File: src/rtl/uart_tx_arbiter.sv
// uart_tx_arbiter
//   Shares one uart_master transmitter among NUM_REQ on-chip producers.
//   A round-robin pick is made in IDLE. The winner's byte is latched and driven
//   to uart_master with en_tx. The arbiter then waits for u_tx_done. It returns
//   a one-cycle ack (or an err on timeout) to the winner. It then waits for done
//   to fall and holds an idle gap before the next arbitration.
//
// Ports
//   clk        in   1                system clock, rising edge
//   rst_n      in   1                asynchronous active-low reset
//   req        in   NUM_REQ          level request per requester
//   req_data   in   NUM_REQ*DATA_W   requester i byte at [i*DATA_W +: DATA_W]
//   ack        out  NUM_REQ          1-cycle pulse: frame completed
//   err        out  NUM_REQ          1-cycle pulse: frame timed out
//   tx_data    out  DATA_W           to uart_master.data, stable while en_tx=1
//   en_tx      out  1                to uart_master.en_tx
//   u_tx_done  in   1                from uart_master (pulse or level)
//   busy       out  1                high in every state except IDLE
//   grant_id   out  $clog2(NUM_REQ)  current / last granted requester
//   state_dbg  out  3                raw FSM state, for observation only
//
// Handshake: a requester raises req[i] with its byte on req_data and holds both.
// req is sampled only in IDLE, and the byte is captured at that moment. Exactly
// one of ack[i] or err[i] pulses for one cycle when the frame ends. The requester
// must drop req[i] in the following cycle, or it is treated as a new request.
// On the uart_master side, en_tx stays high with tx_data constant until
// u_tx_done is seen or the timeout expires.

module uart_tx_arbiter #(
  parameter int NUM_REQ     = 4,
  parameter int DATA_W      = 8,
  parameter int TIMEOUT_CYC = 4096,
  parameter int GAP_CYC     = 2,
  localparam int ID_W       = $clog2(NUM_REQ)
) (
  input  logic                      clk,
  input  logic                      rst_n,
  input  logic [NUM_REQ-1:0]        req,
  input  logic [NUM_REQ*DATA_W-1:0] req_data,
  output logic [NUM_REQ-1:0]        ack,
  output logic [NUM_REQ-1:0]        err,
  output logic [DATA_W-1:0]         tx_data,
  output logic                      en_tx,
  input  logic                      u_tx_done,
  output logic                      busy,
  output logic [ID_W-1:0]           grant_id,
  output logic [2:0]                state_dbg
);

  localparam logic [2:0] ST_IDLE    = 3'd0;
  localparam logic [2:0] ST_GRANT   = 3'd1;
  localparam logic [2:0] ST_BUSY    = 3'd2;
  localparam logic [2:0] ST_RELEASE = 3'd3;
  localparam logic [2:0] ST_GAP     = 3'd4;

  // The counters are sized so that the width is at least 1 for the smallest
  // legal parameter values.
  localparam int TO_W  = (TIMEOUT_CYC > 2) ? $clog2(TIMEOUT_CYC) : 1;
  localparam int GAP_W = (GAP_CYC > 2) ? $clog2(GAP_CYC) : 1;

  localparam logic [TO_W-1:0]  TO_LAST  = TO_W'(TIMEOUT_CYC - 1);
  localparam logic [GAP_W-1:0] GAP_LAST = GAP_W'(GAP_CYC - 1);
  localparam logic [ID_W-1:0]  ID_LAST  = ID_W'(NUM_REQ - 1);

  logic [2:0]       state;
  logic [ID_W-1:0]  rr_ptr;
  logic [TO_W-1:0]  to_cnt;
  logic [GAP_W-1:0] gap_cnt;

  logic             pick_valid;
  logic [ID_W-1:0]  pick_id;
  logic [ID_W-1:0]  next_ptr;

  assign busy      = (state != ST_IDLE);
  assign state_dbg = state;

  // The pointer rotates past the requester that was just served. NUM_REQ need
  // not be a power of two, so the wrap is explicit.
  assign next_ptr = (grant_id == ID_LAST) ? '0 : grant_id + ID_W'(1);

  // This is a round-robin search that starts at rr_ptr. The loop scans from the
  // farthest offset down to offset 0. The nearest set request at or after the
  // pointer is written last, so it wins.
  always_comb begin
    pick_valid = 1'b0;
    pick_id    = '0;
    for (int k = NUM_REQ - 1; k >= 0; k--) begin
      if (req[(int'(rr_ptr) + k) % NUM_REQ]) begin
        pick_valid = 1'b1;
        pick_id    = ID_W'((int'(rr_ptr) + k) % NUM_REQ);
      end
    end
  end

  always_ff @(posedge clk or negedge rst_n) begin
    if (!rst_n) begin
      state    <= ST_IDLE;
      ack      <= '0;
      err      <= '0;
      tx_data  <= '0;
      en_tx    <= 1'b0;
      grant_id <= '0;
      rr_ptr   <= '0;
      to_cnt   <= '0;
      gap_cnt  <= '0;
    end else begin
      // ack and err are pulses. Every state clears them unless it sets one bit.
      ack <= '0;
      err <= '0;
      case (state)
        ST_IDLE: begin
          if (pick_valid) begin
            grant_id <= pick_id;
            tx_data  <= req_data[pick_id*DATA_W +: DATA_W];
            state    <= ST_GRANT;
          end
        end

        ST_GRANT: begin
          en_tx  <= 1'b1;
          to_cnt <= '0;
          state  <= ST_BUSY;
        end

        ST_BUSY: begin
          // done is checked first, so a done that arrives on the final
          // timeout cycle still completes the frame normally.
          if (u_tx_done) begin
            en_tx         <= 1'b0;
            ack[grant_id] <= 1'b1;
            rr_ptr        <= next_ptr;
            state         <= ST_RELEASE;
          end else if (to_cnt == TO_LAST) begin
            en_tx         <= 1'b0;
            err[grant_id] <= 1'b1;
            rr_ptr        <= next_ptr;
            state         <= ST_RELEASE;
          end else begin
            to_cnt <= to_cnt + TO_W'(1);
          end
        end

        ST_RELEASE: begin
          // uart_master may hold done as a level. The arbiter waits for it to
          // fall so that the same done cannot complete the next frame.
          if (!u_tx_done) begin
            gap_cnt <= '0;
            state   <= ST_GAP;
          end
        end

        ST_GAP: begin
          if (gap_cnt == GAP_LAST) begin
            state <= ST_IDLE;
          end else begin
            gap_cnt <= gap_cnt + GAP_W'(1);
          end
        end

        default: begin
          en_tx <= 1'b0;
          state <= ST_IDLE;
        end
      endcase
    end
  end

endmodule

File: config.mk
export PLATFORM = sky130hd
export DESIGN_NAME = uart_tx_arbiter
export DESIGN_NICKNAME = d
export VERILOG_FILES = /design/src/rtl/uart_tx_arbiter.sv
export SDC_FILE = /design/constraint.sdc
export NUM_CORES = 1
export LEC_CHECK = 0
export BUFFER_PORTS_ARGS = -buffer_cell sky130_fd_sc_hd__clkbuf_2
export CORE_AREA = 2 2 69 64
export CTS_CLUSTER_SIZE = 8
export DETAILED_ROUTE_END_ITERATION = 8
export DIE_AREA = 0 0 71 66
export PLACE_DENSITY = 0.93
export SYNTH_ARGS = -nofsm -noshare
export SYNTH_HDL_FRONTEND = slang
export SYNTH_SLANG_ARGS = --single-unit
File: constraint.sdc
create_clock -name clk -period 5.2 [get_ports clk]
set_clock_uncertainty 0.1 [all_clocks]
set_input_delay 0.78 -clock clk [delete_from_list [all_inputs] [get_ports clk]]
set_output_delay 0.78 -clock clk [all_outputs]
set_load 0.05 [all_outputs]
Word-level counts from Yosys, hierarchy flattened
Cells that the tools add are included.
{"block": "classes", "addsub": 6, "n_lt_le_gt_ge": 6, "n_eq_ne": 12, "n_shift": 1, "muxes": 44, "bitwise_logic": 4, "n_reduce_logical": 16}
{"op": "indexed part select 32 x 6 -> 8 bit", "n": 1}
{"op": "two-way mux 12 bit", "n": 2}
{"op": "one-hot mux 12 bit (2 select lines)", "n": 1}
{"op": "two-way mux 4 bit", "n": 5}
{"op": "two-way mux 1 bit", "n": 16}
{"op": "two-way mux 3 bit", "n": 5}
{"op": "one-hot mux 3 bit (5 select lines)", "n": 1}
{"op": "two-way mux 2 bit", "n": 7}
{"op": "adder 12 x 1 -> 12 bit, second input constant", "n": 1}
{"op": "equality test 12 bit, second input constant", "n": 1}
{"op": "less-than comparator 3 x 4 -> 1 bit, second input constant", "n": 3}
{"op": "!= test 2 bit, second input constant", "n": 5}
{"op": "binary-select mux 1 bit (select 2 bit)", "n": 4}
{"op": "AND reduction 2 bit", "n": 4}
{"op": "equality test 3 x 2 -> 1 bit, second input constant", "n": 2}
{"op": "less-than comparator 2 x 3 -> 1 bit, second input constant", "n": 2}
{"op": "nonzero test 2 bit", "n": 3}
{"op": "OR reduction 2 bit", "n": 3}
{"op": "adder 2 x 1 -> 2 bit, second input constant", "n": 2}
{"op": "adder 2 bit, second input constant", "n": 2}
{"op": "AND reduction 4 bit", "n": 1}
{"op": "AND 1 bit, first input constant", "n": 3}
{"op": "equality test 3 x 1 -> 1 bit, second input constant", "n": 1}
{"op": "equality test 3 bit, second input constant", "n": 1}
{"op": "13 further kinds", "n": 13}
{"block": "totals", "reg_bits": 37, "inputBits": 39, "elab_cells": 98}

Logic depth before layout (Yosys ltp)
{"block": "logic_depth", "depth_word": 12, "mapped_depth": 7, "mapped_depth_nobuf": 6}

Least setup slack after synthesis
OpenSTA, ideal clock, no wires.
{"block": "synth_path", "path_type": "reg2reg", "startpoint": "reg state[2], in the netlist state_dbg[2]", "endpoint": "reg tx_data[0]", "setup_time_ns": 0.126, "t_arrival_ns": 2.189, "required_ns": 4.974, "path_slack_ns": 2.785, "path_stages_with_launch": 6, "n_path_buf": 2, "period_less_slack_ns": 2.415, "cell_sequence": "dfrtp_1 -> buf_2 -> or3_1 -> nand2b_1 -> buf_2 -> a221o_1"}
{"block": "synth_via", "elab_chain_cells": 2}
{"element": "start, declared", "line_no": "65", "text": "logic [2:0] state;"}
{"element": "start signal, assigned", "line_no": "97", "text": "state <= ST_IDLE;"}
{"element": "start signal, assigned", "line_no": "115", "text": "state <= ST_GRANT;"}
{"element": "start signal, assigned", "line_no": "122", "text": "state <= ST_BUSY;"}
{"element": "zero test 3 bit", "line_no": "110", "text": "case (state)"}
{"element": "AND reduction 2 bit (no line)"}
{"element": "end signal, assigned", "line_no": "114", "text": "tx_data <= req_data[pick_id*DATA_W +: DATA_W];"}
{"element": "end, declared", "line_no": "42", "text": "output logic [DATA_W-1:0] tx_data,"}
Every way passes these cells.
A chain may end at the register's enable or synchronous reset.

Worst setup path after layout
{"block": "layout_path", "startpoint": "in req[1]", "endpoint": "reg tx_data[6]"}
{"block": "layout_via", "elab_chain_cells": 8}
{"element": "start, declared", "line_no": "38", "text": "input logic [NUM_REQ-1:0] req,"}
{"element": "binary-select mux 1 bit (select 2 bit)", "line_no": "88", "text": "if (req[(int'(rr_ptr) + k) % NUM_REQ]) begin"}
{"element": "two-way mux 1 bit (not written as such) (2 in series)", "line_no": "88"}
{"element": "two-way mux 2 bit / two-way mux 1 bit (equally long branches) (4 in series)", "line_no": "88"}
{"element": "indexed part select 32 x 6 -> 8 bit / AND reduction 2 bit (equally long branches)"}
Several ways; a longest one is shown, not always the timed one. The select of a mux whose other input is x is not followed.

==> run summary <==
status -> completed
ys flop type -> dfrtp_1
gr ovfl total -> 0
Inserted Clock Buffers -> 5
final net count -> 308
Final Slew Violations -> 0
measured slew at the worst slew-check pin -> 910 ps
leakage power -> 1.25 nW
1st-iter DRT viols -> 118
#FFs+latches synth -> 37
crit path DAT -> 2500 ps
Clk pin slew, worst setup/hold paths -> 80 ps
Final TNS setup -> 0 ps
root buffer cell -> clkbuf_8
net count after synthesis -> 248
CTS Hold Bufs -> 0
VDD IR max -> 0.300 mV
TritonCTS sink count -> 37
area leader, netlist -> dfrtp_1
die extent in y -> 66 µm
max cap viols -> 0
# setup viols final -> 0
DRC Markers -> 0
Vias -> 1,853
Max clock buf depth -> 2
worst-skew pair later-pin latency -> 310 ps
TritonRoute pass-1 iters -> 4
Final Power -> 0.00140 W
post_cts resized -> 0
TritonCTS clock tree -> yes
post-CTS setup repair buffer count -> 0
Min-Delay Path Class -> flop to flop
PnR worst setup slack -> 2800 ps
pwr dens -> 547 nW/µm²
initial antenna violation count -> 0
H-tree levels -> 2
DP Worst Slack -> 2520 ps
Fill cells -> 287
# port buffers -> 61
CP Class -> primary input to flop
Detailed Place HPWL -> 3470 µm
Worst Path Required -> 5300 ps
RSZ-0062 raised after global routing -> no
Hold Vio Cnt, Final -> 0
Initial Util -> 53.5%
number of cell rows -> 22
Core Area -> 3990 µm²
Yosys cell types -> 50
RePlAce Congestion -> 0.855
vias in the first global route -> 1,728
Mean Syn Cell Area -> 10.5 µm²
fraction of registers with async set/reset -> 100%
share of cells above drive strength 1 -> 32.1%
Max Fclk -> 416 MHz
final WL -> 4830 µm
Syn. warnings -> 0
CP Capture Type -> flop
crit path max fanout -> 13
n_diodes -> 0
Ports -> 62
largest net degree at the start of global routing -> 38
via/cell ratio -> 5.92
synthesized cell area -> 2140 µm²
number of flops mapped to enable cells by yosys -> 0
full die area -> 4690 µm²
share of the synthesized area in the top cell type -> 43.4%
die width -> 71 µm
gr usage total -> 21.8%
Mapped Cells -> 204
first-pass GRT wire length -> 7850 µm
Seq/Total Area, Yosys -> 43.4%
Slew headroom -> 39.3%
DR WL/cell -> 15.4 µm
min Tclk post-route -> 2400 ps
startpoint types -> primary input
Synth area leaders -> dfrtp_1 43%, mux2_4 3.5%, o31ai_1 3.2%
crit share post-route -> 46.2%
synthesis-to-finish area growth -> 19.9%
Final ANT Viol Nets -> 0
[power breakdown]
group | leakage (nW) | switching (W) | internal, W
Clock | 0.0543 | 0.000115 | 0.000144
Sequential | 0.486 | 0.0000908 | 0.000365
Combinational | 0.711 | 0.000464 | 0.000221
Total | 1.25 | 0.000669 | 0.000730
[final timing paths]
check,to,slack (ps),startpoint,cells past startpoint
setup reg to reg,to_cnt[9],2860,to_cnt[0],6
setup / recovery,tx_data[6],2800,req[1],6
hold / removal,gap_cnt,420,gap_cnt,2
hold reg to reg,gap_cnt,420,gap_cnt,2
max in group asynchronous,to_cnt[1],3950,rst_n,1
min in group asynchronous,en_tx,490,rst_n,1
[cell type report]
cell class                      count  area (µm²)  area share, %
Multi-Input combinational cell    149        1120           43.6
Clock inverter                      3        46.3           1.81
Sequential cell                    37         926           36.2
Tap cell                           48        60.1           2.35
Inverter                           10        37.5           1.47
Clock buffer                        5        68.8           2.69
Timing Repair Buffer               61         305           11.9
[layout by cell type, fill, tap and decap left out, types with 6 or more instances in the layout]
master    Yosys  layout
inv_1        10      10
a21oi_1      11      11
o31ai_1       9       9
and2_1       10      10
nand3_1       7       7
nand4_1       6       6
a221o_1       6       6
nand2_1      10      10
dfrtp_1      37      37
nor2_1       13      13
clkbuf_2      0      61
[cell families after synthesis]
| kind of cell | after synthesis | synth area share (%) |
|---|---|---|
| and+or+nand+nor | 80 | 24.1 |
| AOI/OAI and AO/OA | 49 | 17.2 |
| DFF | 37 | 43.4 |
| buffers and inverters | 18 | 4.39 |
| muxes | 10 | 5.98 |
| xor gates and xnor gates | 5 | 2.05 |
| adders and majority gates | 5 | 2.93 |
[routing by layer]
layer,vias up,share of wire [%],GRT usage [%],wire (µm)
met2,65,47,35.6,2300
li1,873,-,-,-
met1,897,44,26.9,2150
met5,-,0,0,0
met4,0,3.2,9.91,156
met3,18,4.8,5.95,234
[Yosys cell counts (5+ instances only)]
library cell and count:
nand4_1 6, o31ai_1 9, and2_1 10, a221o_1 6, xnor2_1 5, dfrtp_1 37
nand2_1 10, inv_1 10, nand3_1 7, nor2_1 13, ha_1 5, a21oi_1 11
o21ai_1 5, nor3_1 5, nand2b_1 5, mux2_4 5
[critical path, stage by stage]
cell	delay, ps
clkbuf_2	110
or4_1	540
nand2b_1	430
nand3b_4	310
a21oi_1	60
a221o_1	260
[through the flow]
step                area, µm²  hold WS (ps)  util [%]  std cells
floorplan                2140           372         -        204
global placement         2440           396      61.3        305
detailed placement       2440           403      61.3        305
CTS                      2560           425      64.1        313
global route             2560           440      64.1        313
finish                   2560           419      64.1        313
[sequential cells by signal (all words and copies together), names as in the netlist]
signal and flops:
rr_ptr 2, err 4, ack 4, state_dbg 3, en_tx 1, grant_id 2, gap_cnt 1, to_cnt 12
tx_data 8
No activity file was read; power rests on OpenSTA's default activity.
